<file path="config.mk">
export PLATFORM = sky130hd
export DESIGN_NAME = icache_responder
export DESIGN_NICKNAME = d
export VERILOG_FILES = /design/src/rtl/icache_responder.sv
export SDC_FILE = /design/constraint.sdc
export NUM_CORES = 2
export LEC_CHECK = 0
export CORE_MARGIN = 1
export CORE_UTILIZATION = 55
export CTS_CLUSTER_DIAMETER = 200
export DETAILED_ROUTE_END_ITERATION = 7
export PLACE_DENSITY = 0.75
export SYNTH_ARGS = -nofsm -noshare
export SYNTH_HDL_FRONTEND = slang
export SYNTH_SLANG_ARGS = --single-unit
</file>
<file path="constraint.sdc">
create_clock -name CLK -period 32.7 [get_ports CLK]
set_clock_uncertainty 0.1 [all_clocks]
set_input_delay 6.54 -clock CLK [delete_from_list [all_inputs] [get_ports CLK]]
set_output_delay 6.54 -clock CLK [all_outputs]
set_load 0.05 [all_outputs]
</file>
<file path="src/rtl/icache_responder.sv">
// icache_responder: direct-mapped, read-only, one-word-per-block instruction
// cache. It answers datapath fetches (imemREN/imemaddr -> ihit/imemload) and
// refills misses through a single-word, wait-stated port (iREN/iaddr <- iwait/iload).
//
// Handshakes: a fetch is served in the same cycle whenever ihit=1. A fill is a
// level request: iREN stays high with a stable iaddr until the first cycle
// with iwait=0. That cycle is the data beat, and iload is captured on it.
module icache_responder #(
  parameter int SETS  = 16,
  parameter int IDX_W = 4
) (
  input  logic        CLK,
  input  logic        RST,
  input  logic        imemREN,
  input  logic [31:0] imemaddr,
  output logic        ihit,
  output logic [31:0] imemload,
  input  logic        flush,
  output logic        iREN,
  output logic [31:0] iaddr,
  input  logic        iwait,
  input  logic [31:0] iload
);

  localparam int TAG_W = 32 - IDX_W - 2;

  typedef enum logic {IDLE = 1'b0, FILL = 1'b1} state_t;

  state_t            state;
  logic [29:0]       fill_word;   // word address of the outstanding fill
  logic [SETS-1:0]   valid_q;
  logic [TAG_W-1:0]  tag_q  [SETS];
  logic [31:0]       data_q [SETS];

  logic [IDX_W-1:0]  req_idx;
  logic [TAG_W-1:0]  req_tag;
  logic [IDX_W-1:0]  fill_idx;
  logic [TAG_W-1:0]  fill_tag;
  logic              hit;
  logic              unused_byte_off;

  assign req_idx  = imemaddr[IDX_W+1:2];
  assign req_tag  = imemaddr[31:IDX_W+2];
  assign fill_idx = fill_word[IDX_W-1:0];
  assign fill_tag = fill_word[29:IDX_W];
  // Byte offset within the word has no meaning for instruction fetch.
  assign unused_byte_off = ^imemaddr[1:0];

  // Tag lookup for the current fetch request.
  always_comb begin
    hit = imemREN && valid_q[req_idx] && (tag_q[req_idx] == req_tag);
  end

  // Output decode: hits are answered combinationally; a flush masks them.
  always_comb begin
    ihit     = 1'b0;
    imemload = 32'h0;
    iREN     = 1'b0;
    iaddr    = 32'h0;
    if (state == IDLE) begin
      if (hit && !flush) begin
        ihit     = 1'b1;
        imemload = data_q[req_idx];
      end
    end else begin
      iREN  = 1'b1;
      iaddr = {fill_word, 2'b00};
    end
  end

  // Control FSM plus storage update: miss detect, fill write-back, flush/abort.
  always_ff @(posedge CLK or posedge RST) begin
    if (RST) begin
      state     <= IDLE;
      fill_word <= '0;
      valid_q   <= '0;
      for (int i = 0; i < SETS; i++) begin
        tag_q[i]  <= '0;
        data_q[i] <= '0;
      end
    end else begin
      case (state)
        IDLE: begin
          if (flush) begin
            // Flush wins over any request; the request retries as a miss.
            valid_q <= '0;
          end else if (imemREN && !hit) begin
            fill_word <= imemaddr[31:2];
            state     <= FILL;
          end
        end
        FILL: begin
          if (flush) begin
            // Abort: the beat is dropped even if it arrives this cycle.
            valid_q <= '0;
            state   <= IDLE;
          end else if (!iwait) begin
            // Unconditional overwrite; a redirected fetch is looked up afterwards.
            valid_q[fill_idx] <= 1'b1;
            tag_q[fill_idx]   <= fill_tag;
            data_q[fill_idx]  <= iload;
            state             <= IDLE;
          end
        end
        default: state <= IDLE;
      endcase
    end
  end

endmodule

</file>
; Word-level counts from Yosys, hierarchy flattened
; Cells that the tools add are included.
[word_totals]
regBits = 975
inputBits = 69
out_inout_bits = 66
word_cells = 92
[classes]
magnitude_cmp = 6
n_eq_ne = 3
mux = 31
n_bitwise = 6
n_reduce_logical = 11
[op_table]
columns = operator, n
row1 = bitwise mux 512 bit, 1
row2 = bitwise mux 416 bit, 1
row3 = 2-to-1 mux 32 bit, 6
row4 = binary-select mux 32 bit (select 4 bit), 1
row5 = demux 32 bit (select 4 bit), 1
row6 = binary-select mux 26 bit (select 4 bit), 1
row7 = demux 26 bit (select 4 bit), 1
row8 = 2-to-1 mux 26 bit, 3
row9 = 2-to-1 mux 16 bit, 3
row10 = one-hot mux 16 bit (2 select lines), 1
row11 = == test 26 bit, 1
row12 = bitwise OR 16 bit, 1
row13 = greater-or-equal comparator 5 bit (second input constant), 2
row14 = less-than comparator 4 x 5 -> 1 bit (second input constant), 2
row15 = NOT 4 -> 5 bit, 2
row16 = 2-to-1 mux 1 bit, 9
row17 = logical AND 1 bit, 6
row18 = AND reduction 3 bit, 2
row19 = less-than comparator 5 x 1 -> 1 bit (second input constant), 1
row20 = binary-select mux 1 bit (select 4 bit), 1
row21 = demux 1 bit (select 4 bit), 1
row22 = greater-or-equal comparator 4 x 1 -> 1 bit (second input constant), 1
row23 = inequality test 3 bit (second input constant), 1
row24 = NOT 1 bit, 3
row25 = 4 further kinds, 5

; Longest topological paths before layout
[logic_depth]
ltp_word = 11
ltp_mapped = 13
ltp_nobuf = 8

; Least setup slack after synthesis
; Ideal clock, no wire load.
[synth_timing]
kind = input to output
startpoint = in imemaddr[3]
endpoint = out imemload[20]
arrival_time_ns = 9.612
required_ns = 26.060
setup_slack_ns = 16.448
path_stages = 11
path_buffers = 5
cell_sequence = buf_2 -> buf_2 -> buf_2 -> buf_1 -> mux2_2 -> a211oi_1 -> nand4_1 -> a2111oi_0 -> and4_1 -> buf_2 -> and2_1
[synth_between]
elab_chain_len = 9
elab_cells_between_ends = 15
cone_classes = eq/ne: 1 / mux: 10 / bitwise: 1 / reduce/logical: 3
[synth_rtl]
columns = element, line_no
row1 = "start, declared", 15  ; input logic [31:0] imemaddr,
row2 = NOT 4 -> 5 bit (implied by the code), "51, 63"
row3 = binary-select mux 26 bit (select 4 bit), 51  ; hit = imemREN && valid_q[req_idx] && (tag_q[req_idx] == req_tag);
row4 = 2-to-1 mux 26 bit (implied by the code) (2 in series), 51
row5 = == test 26 bit, 51
row6 = logical AND 1 bit, 51
row7 = logical AND 1 bit, 61  ; if (hit && !flush) begin
row8 = 2-to-1 mux 32 bit (*), 61
row9 = 2-to-1 mux 32 bit (*), 60  ; if (state == IDLE) begin
row10 = "end, declared", 17  ; output logic [31:0] imemload,
; Every way passes the cells marked *; elsewhere a longest branch is shown, timed or not. The select of a mux whose other input is x is not followed.

; Final worst setup path
[layout_timing]
startpoint = in imemaddr[4]
endpoint = out imemload[25]
; Same word-level chain as after synthesis.

==> impl_metrics.json <==
{
  "grt_pass1_vias": 27730,
  "dieArea_sq_um": 81980,
  "setup_violations": 0,
  "synth-seq-cells": 975,
  "synth_common_cells": "dfrtp_1, mux2_2, mux4_2, clkbuf_1, buf_1",
  "antenna_found_initial": 7,
  "rows": 103,
  "portBuffers": 130,
  "max_stage_delay_ps": 870,
  "core_sq_um": 79520,
  "cp.required_ps": 26060,
  "p_leak_nw": 23.76,
  "drtIter0Drc": 1703,
  "grt_usage_pct": 27.50,
  "synthFlopType": "dfrtp_1",
  "netlist_instances": 2812,
  "final-hold-violation-count": 0,
  "finish.utilization_pct": 62.65,
  "globalplace.congestion": 0.8134,
  "synth_edf_count": 0,
  "rsz0062_at_grt": "no",
  "die_h_um": 286.3,
  "ir_worst_vdd_mv": 0.04911,
  "cp.depth": 12,
  "status": "completed",
  "die_w_um": 286.3,
  "route.detailed.drc": 0,
  "clk_pin_slew_ps": 60,
  "wl_um": 109100,
  "yosysMostFrequentCell": "dfrtp_1",
  "cts_buffer_depth": 3,
  "grt_pass1_wl_um": 170400,
  "max_cap_viol_count": 0,
  "ctsResizeCount": 0,
  "p_per_area_nw_per_um2": 64.65,
  "synth.avg_cell_area_sq_um": 15.81,
  "tightest_slew_ps": 1185,
  "crit_family": "buffers and inverters",
  "h-tree-depth": 3,
  "netlist.area_leader.share_pct": 54.88,
  "dpl.hpwl_um": 61410,
  "hold-path-cell-count": 1,
  "yosysWarnings": 0,
  "syn-cell-area_sq_um": 44460,
  "hold_buffers": 0,
  "cts_buffers": 99,
  "synth.distinct_cells": 56,
  "slowest_stage": "and4_2",
  "cts_tree": "done",
  "yosysSeqAreaShare_pct": 54.88,
  "nFillCells": 5637,
  "avgViaCountPerCell": 6.346,
  "slew_violations": 0,
  "drive_gt1_share_pct": 49.14,
  "num_io_pins": 135,
  "worstRegToRegCells": 7,
  "netlist_top_cells_area": "dfrtp_1, mux2_2, mux4_2",
  "fin_nets": 2906,
  "overflow": 0,
  "worstPathArrival_ps": 12190,
  "yosysTopAreaCell": "dfrtp_1",
  "critPathBufInv": 4,
  "tns_ps": 0,
  "hp-class": "reg2reg",
  "period_share_pct": 57.58,
  "post-cts-setup-buffers": 0,
  "max_freq_ghz": 0.05311,
  "vias": 25170,
  "cts-root-buf": "clkbuf_16",
  "clock_latency_ps": 660,
  "synth_async_sr_flop_share_pct": 100.0,
  "start_util_pct": 55.92,
  "areaGrowthSynthToFinish_pct": 12.04,
  "timing.hold.ws_ps": 388.1,
  "start_kind": "input pin",
  "crit_fanout": 89,
  "firstDrtPassIters": 7,
  "slew_headroom_pct": 20.98,
  "min_period_ps": 18830,
  "end_kind": "output pin",
  "cp_cell_sequence": "buf_8 > buf_4 > buf_4 > mux4_2 > a2bb2oi_1 > a21oi_1 > xor2_1 > nand4_1 > nor4_1 > and4_2 > and2_1 > clkdlybuf4s50_1",
  "grt_max_degree": 179,
  "ant_nets": 0,
  "path_class": "in2out",
  "crit_top_cell": "buf_4",
  "wl_per_cell_um": 27.51,
  "cts.sinks": 975
}
[cell type report]
cell class / instances / area, sq um / area share (%)
diodes: 1 / 2.502 / 0.005024
clock buffers: 150 / 2963 / 5.948
clock inverters: 30 / 356.6 / 0.7159
inverters: 20 / 80.08 / 0.1608
multi-input cells: 1573 / 19090 / 38.33
flip-flops and latches: 975 / 24400 / 48.98
well taps: 1050 / 1314 / 2.637
repair buffers: 168 / 1605 / 3.223
[placed cells by master (no fill, tap or decap), types with 3 or more instances in the layout]
cell             instances
o211ai_1                 3
clkinv_8                 3
clkdlybuf4s50_1        126
nand2b_1                 5
and2_1                  67
a221oi_1                 8
nand3_1                  9
a211oi_1                 6
a21o_1                   3
mux4_2                 248
clkinvlp_4               3
a22oi_1                 11
inv_1                   16
buf_4                   37
a22o_1                   8
clkbuf_8                23
nand2_4                 10
mux2i_1                 65
nand2_1                 15
xor2_1                  15
and3_1                   6
dfrtp_1                975
clkbuf_1                25
clkinv_2                16
nand3_4                  3
nor4_1                   7
nor3_1                   8
o21ai_0                  8
clkbuf_16              102
nor2_1                  21
a21oi_1                 20
mux2_2                 962
nand4_1                  5
bufinv_16                6
mux2_1                   3
xnor2_1                 10
nor2b_1                 10
[metal layers]
metal | global-route usage (%) | routed length [um]
met5 | 0 | 75
met4 | 8.770 | 3257
met3 | 4.293 | 4727
met2 | 46.31 | 55400
met1 | 36.87 | 45650
[per-stage QoR]
step	setup slack [ps]	instances	area [sq um]	power (W)
after global placement	13970	3786	46490	0.002043
after detailed placement	13920	3786	46490	0.002098
after global routing	13660	3966	49810	0.003354
after CTS	13910	3966	49810	0.003243
final	13870	3967	49810	0.003221
after floorplan	12630	2813	44470	0.001955
[final timing paths]
kind                                              start                        end  slack (ps)
worst max-delay path                        imemaddr[4]               imemload[25]       13870
worst min-delay path            valid_q[15]$_DFFE_PP0P_    valid_q[15]$_DFFE_PP0P_         390
worst max register to register    tag_q[19]$_DFFE_PP0P_  fill_word[20]$_DFFE_PP0P_       28520
worst min register to register  valid_q[15]$_DFFE_PP0P_    valid_q[15]$_DFFE_PP0P_         390
max in group asynchronous                           RST    data_q[486]$_DFFE_PP0P_       23190
min in group asynchronous                           RST       tag_q[2]$_DFFE_PP0P_        6100
[cells by family (layout without fill, tap and decap cells)]
family / count (synthesis) / count (layout) / synth area share, %
compound gates: 88 / 88 / 1.424
buf+inv: 265 / 368 / 2.482
xor+xnor: 25 / 25 / 0.4925
flops: 975 / 975 / 54.88
other cells: 1 / 3 / 0.008434
simple gates: 180 / 180 / 2.251
mux: 1278 / 1278 / 38.47
[sequential cells by signal (all words and copies together) (netlist names)]
signal / count
valid_q: 16
tag_q: 416
state: 1
fill_word: 30
data_q: 512
[power breakdown]
part           internal [W]  total, W  switching, W
logic              0.000304  0.000502      0.000198
clock network      0.000673   0.00114      0.000471
registers           0.00143   0.00157      0.000141
[worst reg2reg max path: stages (launching register included)]
cell and delay [ps]:
dfrtp_1 390, mux4_2 470, mux4_2 490, xor2_1 200, or4b_1 550, nor4_1 420
a21o_2 1000, mux2_2 450
Note: power is estimated with default switching activity, not from simulation.
